### config.mk
export PLATFORM = sky130hd
export DESIGN_NAME = demux3_collect
export DESIGN_NICKNAME = d
export VERILOG_FILES = /design/src/rtl/demux3_collect.sv
export SDC_FILE = /design/constraint.sdc
export NUM_CORES = 1
export LEC_CHECK = 0
export ABC_AREA = 1
export CORE_UTILIZATION = 35
export DETAILED_ROUTE_END_ITERATION = 16
export DONT_BUFFER_PORTS = 1
export MAX_ROUTING_LAYER = met4
export PLACE_DENSITY = 0.53
export SETUP_SLACK_MARGIN = 0.02
export SKIP_CTS_REPAIR_TIMING = 1
export SLEW_MARGIN = 0
export SYNTH_ARGS = -nofsm -noshare
export SYNTH_HDL_FRONTEND = slang
export SYNTH_SLANG_ARGS = --single-unit
### constraint.sdc
create_clock -name clk -period 2.3 [get_ports clk]
set_input_delay 0.23 -clock clk [delete_from_list [all_inputs] [get_ports clk]]
set_output_delay 0.23 -clock clk [all_outputs]
set_load 0.01 [all_outputs]
### src/rtl/demux3_collect.sv
// Rebuilds a parallel (a, b, c) triple from a lane-tagged word stream and holds it
// under valid/ready until the consumer takes it.
//
// state     | meaning
// S_COLLECT | gathering words into lanes; in_ready = 1, out_valid = 0
// S_HOLD    | full triple presented; in_ready follows out_ready
module demux3_collect #(
  parameter int INT_LENGTH  = 5,
  parameter int FRAC_LENGTH = 12,
  localparam int W = INT_LENGTH + FRAC_LENGTH
) (
  input  logic         clk,
  input  logic         rst_n,
  input  logic         in_valid,
  input  logic [1:0]   in_sel,
  input  logic [W-1:0] in_data,
  output logic         in_ready,
  input  logic         flush,
  output logic         out_valid,
  input  logic         out_ready,
  output logic [W-1:0] out_a,
  output logic [W-1:0] out_b,
  output logic [W-1:0] out_c,
  output logic         dup_err
);

  typedef enum logic {S_COLLECT = 1'b0, S_HOLD = 1'b1} state_t;

  state_t         state_q, state_d;
  logic [2:0]     fm_q, fm_d;
  logic [W-1:0]   a_q, a_d, b_q, b_d, c_q, c_d;
  logic           out_valid_q, out_valid_d;
  logic           dup_err_q, dup_err_d;

  logic           acc;
  logic           xfer;
  logic [2:0]     fm_base;
  logic [2:0]     lane_bit;

  assign in_ready  = (state_q == S_COLLECT) | out_ready;
  assign out_valid = out_valid_q;
  assign out_a     = a_q;
  assign out_b     = b_q;
  assign out_c     = c_q;
  assign dup_err   = dup_err_q;

  always_comb begin
    acc         = in_valid & in_ready;
    xfer        = out_valid_q & out_ready;
    // A transfer frees the triple, so a same-cycle word starts from an empty mask.
    fm_base     = xfer ? 3'b000 : fm_q;
    lane_bit    = 3'b000;
    if (acc && (in_sel != 2'b11))
      lane_bit = 3'b001 << in_sel;
    fm_d        = fm_base | lane_bit;
    dup_err_d   = |(fm_base & lane_bit);
    a_d         = lane_bit[0] ? in_data : a_q;
    b_d         = lane_bit[1] ? in_data : b_q;
    c_d         = lane_bit[2] ? in_data : c_q;
    state_d     = (fm_d == 3'b111) ? S_HOLD : S_COLLECT;
    out_valid_d = (fm_d == 3'b111);
    if (flush) begin
      fm_d        = 3'b000;
      dup_err_d   = 1'b0;
      a_d         = a_q;
      b_d         = b_q;
      c_d         = c_q;
      state_d     = S_COLLECT;
      out_valid_d = 1'b0;
    end
  end

  always_ff @(posedge clk or negedge rst_n) begin
    if (!rst_n) begin
      state_q     <= S_COLLECT;
      fm_q        <= 3'b000;
      a_q         <= '0;
      b_q         <= '0;
      c_q         <= '0;
      out_valid_q <= 1'b0;
      dup_err_q   <= 1'b0;
    end else begin
      state_q     <= state_d;
      fm_q        <= fm_d;
      a_q         <= a_d;
      b_q         <= b_d;
      c_q         <= c_d;
      out_valid_q <= out_valid_d;
      dup_err_q   <= dup_err_d;
    end
  end

endmodule

Word level (Yosys, flattened, before mapping)
Cells that the tools add are included.
{"block": "classes", "eq_ne": 2, "shifts": 1, "muxes": 7, "bitwise_logic": 7, "n_reduce_logical": 5}
{"op": "3-bit 2-to-1 mux", "count": 3}
{"op": "2-bit AND reduction", "count": 3}
{"op": "1-bit 2-to-1 mux", "count": 4}
{"op": "3-bit bitwise AND", "count": 1}
{"op": "3-bit equality test (second input constant)", "count": 1}
{"op": "3-bit OR", "count": 1}
{"op": "3-bit OR reduction", "count": 1}
{"op": "1-bit by 2-bit << shifter with 3-bit output (first input constant)", "count": 1}
{"op": "1-bit bitwise AND", "count": 2}
{"op": "2-bit != test (second input constant)", "count": 1}
{"op": "1-bit NOT", "count": 2}
{"op": "1-bit logical AND", "count": 1}
{"op": "1-bit OR", "count": 1}
{"block": "word_totals", "register_bits": 57, "in_bits": 24, "word_cells": 29}

Logic depth before layout (Yosys ltp)
{"block": "depth", "ltp_word": 9, "depth_mapped": 7, "depth_no_buf": 6}

Least setup slack after synthesis
Ideal clock, no wire load.
{"block": "synth_timing", "path_type": "register to register", "from": "register out_valid (netlist name)", "to": "register c_q[10], in the netlist out_c[10]", "setup_time_ns": 0.120, "arrival_time_ns": 1.107, "required_time_ns": 2.180, "path_slack_ns": 1.074, "path_stages_with_launch": 6, "n_path_buf": 1, "cell_sequence": "dfrtp_1 nand2_1 nand2_2 nor2_8 buf_6 a21oi_2"}
{"item": "end signal: assignment", "line_no": "79", "rtl": "c_q <= '0;"}
{"item": "end signal: assignment", "line_no": "87", "rtl": "c_q <= c_d;"}
{"item": "end: declaration", "line_no": "31", "rtl": "logic [W-1:0] a_q, a_d, b_q, b_d, c_q, c_d;"}

Final worst setup path
{"block": "layout_timing", "from": "register out_valid_q, in the netlist out_valid", "to": "register out_valid_q, in the netlist out_valid"}
{"block": "layout_via", "elab_chain_cells": 5}
{"item": "start: declaration", "line_no": "32", "rtl": "logic out_valid_q, out_valid_d;"}
{"item": "start signal: assignment", "line_no": "88", "rtl": "out_valid_q <= out_valid_d;"}
{"item": "1-bit bitwise AND", "line_no": "49", "rtl": "xfer = out_valid_q & out_ready;"}
{"item": "3-bit 2-to-1 mux", "line_no": "51", "rtl": "fm_base = xfer ? 3'b000 : fm_q;"}
{"item": "3-bit OR", "line_no": "55", "rtl": "fm_d = fm_base | lane_bit;"}
{"item": "3-bit equality test", "line_no": "61", "rtl": "out_valid_d = (fm_d == 3'b111);"}
{"item": "1-bit 2-to-1 mux", "line_no": "62", "rtl": "if (flush) begin"}
{"item": "named net out_valid_d", "line_no": "32"}
The timed path passes the listed nets, and every way through them passes these cells.
A chain may end at the register's enable or synchronous reset.

==> flow_metrics.py <==
metrics = {
    "critical_path": {
        "critPathCaptureType": "flip-flop",
        "critical_path.most_common_cell": "nor2_1",
        "cp_data_arrival_time_ps": 1830,
        "slowest_delay_ps": 480,
        "startpoint_type": "flip-flop",
        "path_max_fanout": 36,
        "worstPathRequired_ps": 2540,
        "reg2regPathDepth": 5,
        "cp_slowest_cell": "dfrtp_1",
        "critPathKind": "reg -> reg",
        "path_cells": "nand2_1 > nand2_2 > nor2_8 > nor2_1 > nor2_1",
    },
    "layout": {
        "fin_nets": 248,
        "n_antenna_cell": 0,
        "drive_gt1_share_pct": 13.3,
        "seqCellArea_mm2": 0.00140,
        "fin_area_mm2": 0.00240,
        "multi_input_area_um2": 653,
        "fill_cells": 620,
        "area_growth_pct": 8.17,
    },
    "synth": {
        "yosysTopAreaCellShare_pct": 63.1,
        "syn_area_mm2": 0.00222,
        "synth.distinct_cells": 17,
        "synthTopCellsByArea": "dfrtp_1 (63%), o21ai_1 (7.7%), nand2_1 (7.4%), a21oi_2 (4.7%), inv_1 (4.2%)",
        "yosys_register_bits": 56,
        "syn_area_per_cell_um2": 10.0,
        "synth-edff-count": 0,
        "yosysMostFrequentCell": "dfrtp_1",
        "synthTopCellsByCount": "dfrtp_1 (56), nand2_1 (44), o21ai_1 (34)",
        "synth_ff_type": "dfrtp_1",
        "synthCells": 221,
        "synth_top_cell_by_area": "dfrtp_1",
        "synth_fp_nets": 245,
        "yosysWarningCount": 0,
        "ys_async_sr_fraction_pct": 100,
        "yosysSeqAreaShare_pct": 63.1,
    },
    "power_and_ir_drop": {
        "powerDensity_mw_per_mm2": 903,
        "power.leakage_nw": 1.17,
        "finalPower_mw": 2.17,
        "peakVddDrop_uv": 332,
    },
    "grt": {
        "grt_pass1_vias": 1334,
        "antenna_found_initial": 0,
        "grt-ovfl-total": 0,
        "grt_max_degree": 57,
        "gr-usage-all-layers_pct": 14.6,
        "grt_first_pass_wirelength_um": 7010,
    },
    "clock_tree": {
        "clkTransAtPathRegs_ps": 100,
        "cts_buffer_depth": 2,
        "cts_made_buffers": 5,
        "cts.sinks": 56,
        "cts_root_buf": "clkbuf_8",
        "clk_latency_ps": 310,
        "cts_tree": "done",
        "cts_max_level": 2,
    },
    "die": {
        "initial_core_util_pct": 36.8,
        "fp.dieH_um": 81.6,
        "die_x_um": 81.6,
        "die_area_mm2": 0.00666,
        "row_count": 28,
        "ios": 78,
        "core-area_mm2": 0.00603,
    },
    "hold_path": {
        "hold_path_depth": 2,
        "hold_path_class": "in -> reg",
    },
    "timing": {
        "hold_violations": 0,
        "tightest_slew_ps": 588,
        "fin_skew_ps": 7.69,
        "max_freq_mhz": 630,
        "drv_slew": 0,
        "rsz0062_at_grt": "false",
        "relSlewSlack_pct": 60.8,
        "hold_ws_ps": 85.0,
        "setup_tns_ps": 0,
        "min_period_ps": 1590,
        "fin_crit_sh_pct": 69.0,
        "finalSetupViolCount": 0,
    },
    "placement": {
        "gp_congestion": 0.757,
        "io_buffer_count": 0,
        "dpl_cell_area_mm2": 0.00226,
        "hpwl_um": 3000,
    },
    "drt": {
        "drc": 0,
        "dr_total_vias": 1408,
        "wl_per_cell_um": 14.8,
        "firstDrtPassIters": 4,
        "ant_nets": 0,
        "routed_wl_um": 4430,
        "first_iter_violations": 86,
        "routed_via_density": 4.69,
    },
    "run_status": {
        "status": "complete, no violations",
    },
    "run": {
        "cap_violations": 0,
    },
}
## critical path, delay by kind of cell (launching register included)
family	cells	cell delay, ps
flops	1	480
simple gates	5	1040
## flip-flops by register name (all words and copies together), names as in the netlist
signal and count:
out_a 17, out_b 17, out_c 17, fm_q 3, dup_err 1, out_valid 1
## routing by layer
layer  global-route usage, %  wire length [µm]  vias up
met5                       -                 0        -
met4                    5.26                69        0
li1                        -                 -      703
met1                    18.9              2000      658
met2                    21.6              2060       41
met3                    4.67               301        6
## area by class of cell
type,count,share of cell area (%)
inverters,27,4.22
repair buffers,5,2.61
clock inverters,2,0.677
clock buffers,6,3.02
well taps,75,3.91
multi-input cells,129,27.2
flip-flops and latches,56,58.4
## cells in the final DEF, fill, tap and decap left out, drive strengths merged
| cell type | n |
|---|---|
| nand3 | 5 |
| dlygate4sd3 | 2 |
| clkinv | 1 |
| buf | 3 |
| a21boi | 1 |
| dfrtp | 56 |
| nand4 | 1 |
| clkinvlp | 1 |
| clkbuf | 6 |
| o21ai | 35 |
| a21oi | 18 |
| inv | 27 |
| nand2 | 45 |
| nor2 | 24 |
## worst paths after layout
check	from	to	slack, ps
worst max-delay path	out_valid	out_valid	710
worst min-delay path	in_data[5]	out_c[5]	90
worst max register to register	out_valid	out_valid	710
worst min register to register	out_b[5]	out_b[5]	570
max in group asynchronous	rst_n	fm_q[0]	1630
min in group asynchronous	rst_n	out_b[8]	430
## report_power, final
group | switching, mW | internal [mW]
combinational | 0.143 | 0.108
sequential | 0.213 | 1.16
clock | 0.325 | 0.218
total | 0.681 | 1.49
## stage by stage
stage / util, % / cells / setup WS, ps
global placement: 37.6 / 289 / 701
finish: 39.8 / 300 / 713
global route: 39.8 / 300 / 553
detailed placement: 37.6 / 289 / 704
CTS: 39.1 / 297 / 679
floorplan: - / 221 / 1070
## kinds of logic (layout without fill, tap and decap cells)
group	Yosys count	count (layout)	synth area share (%)
compound gates	54	54	14.8
buf+inv	36	40	7.44
flops	56	56	63.1
simple gates	75	75	14.6
Power figures use the tool's default switching activity.
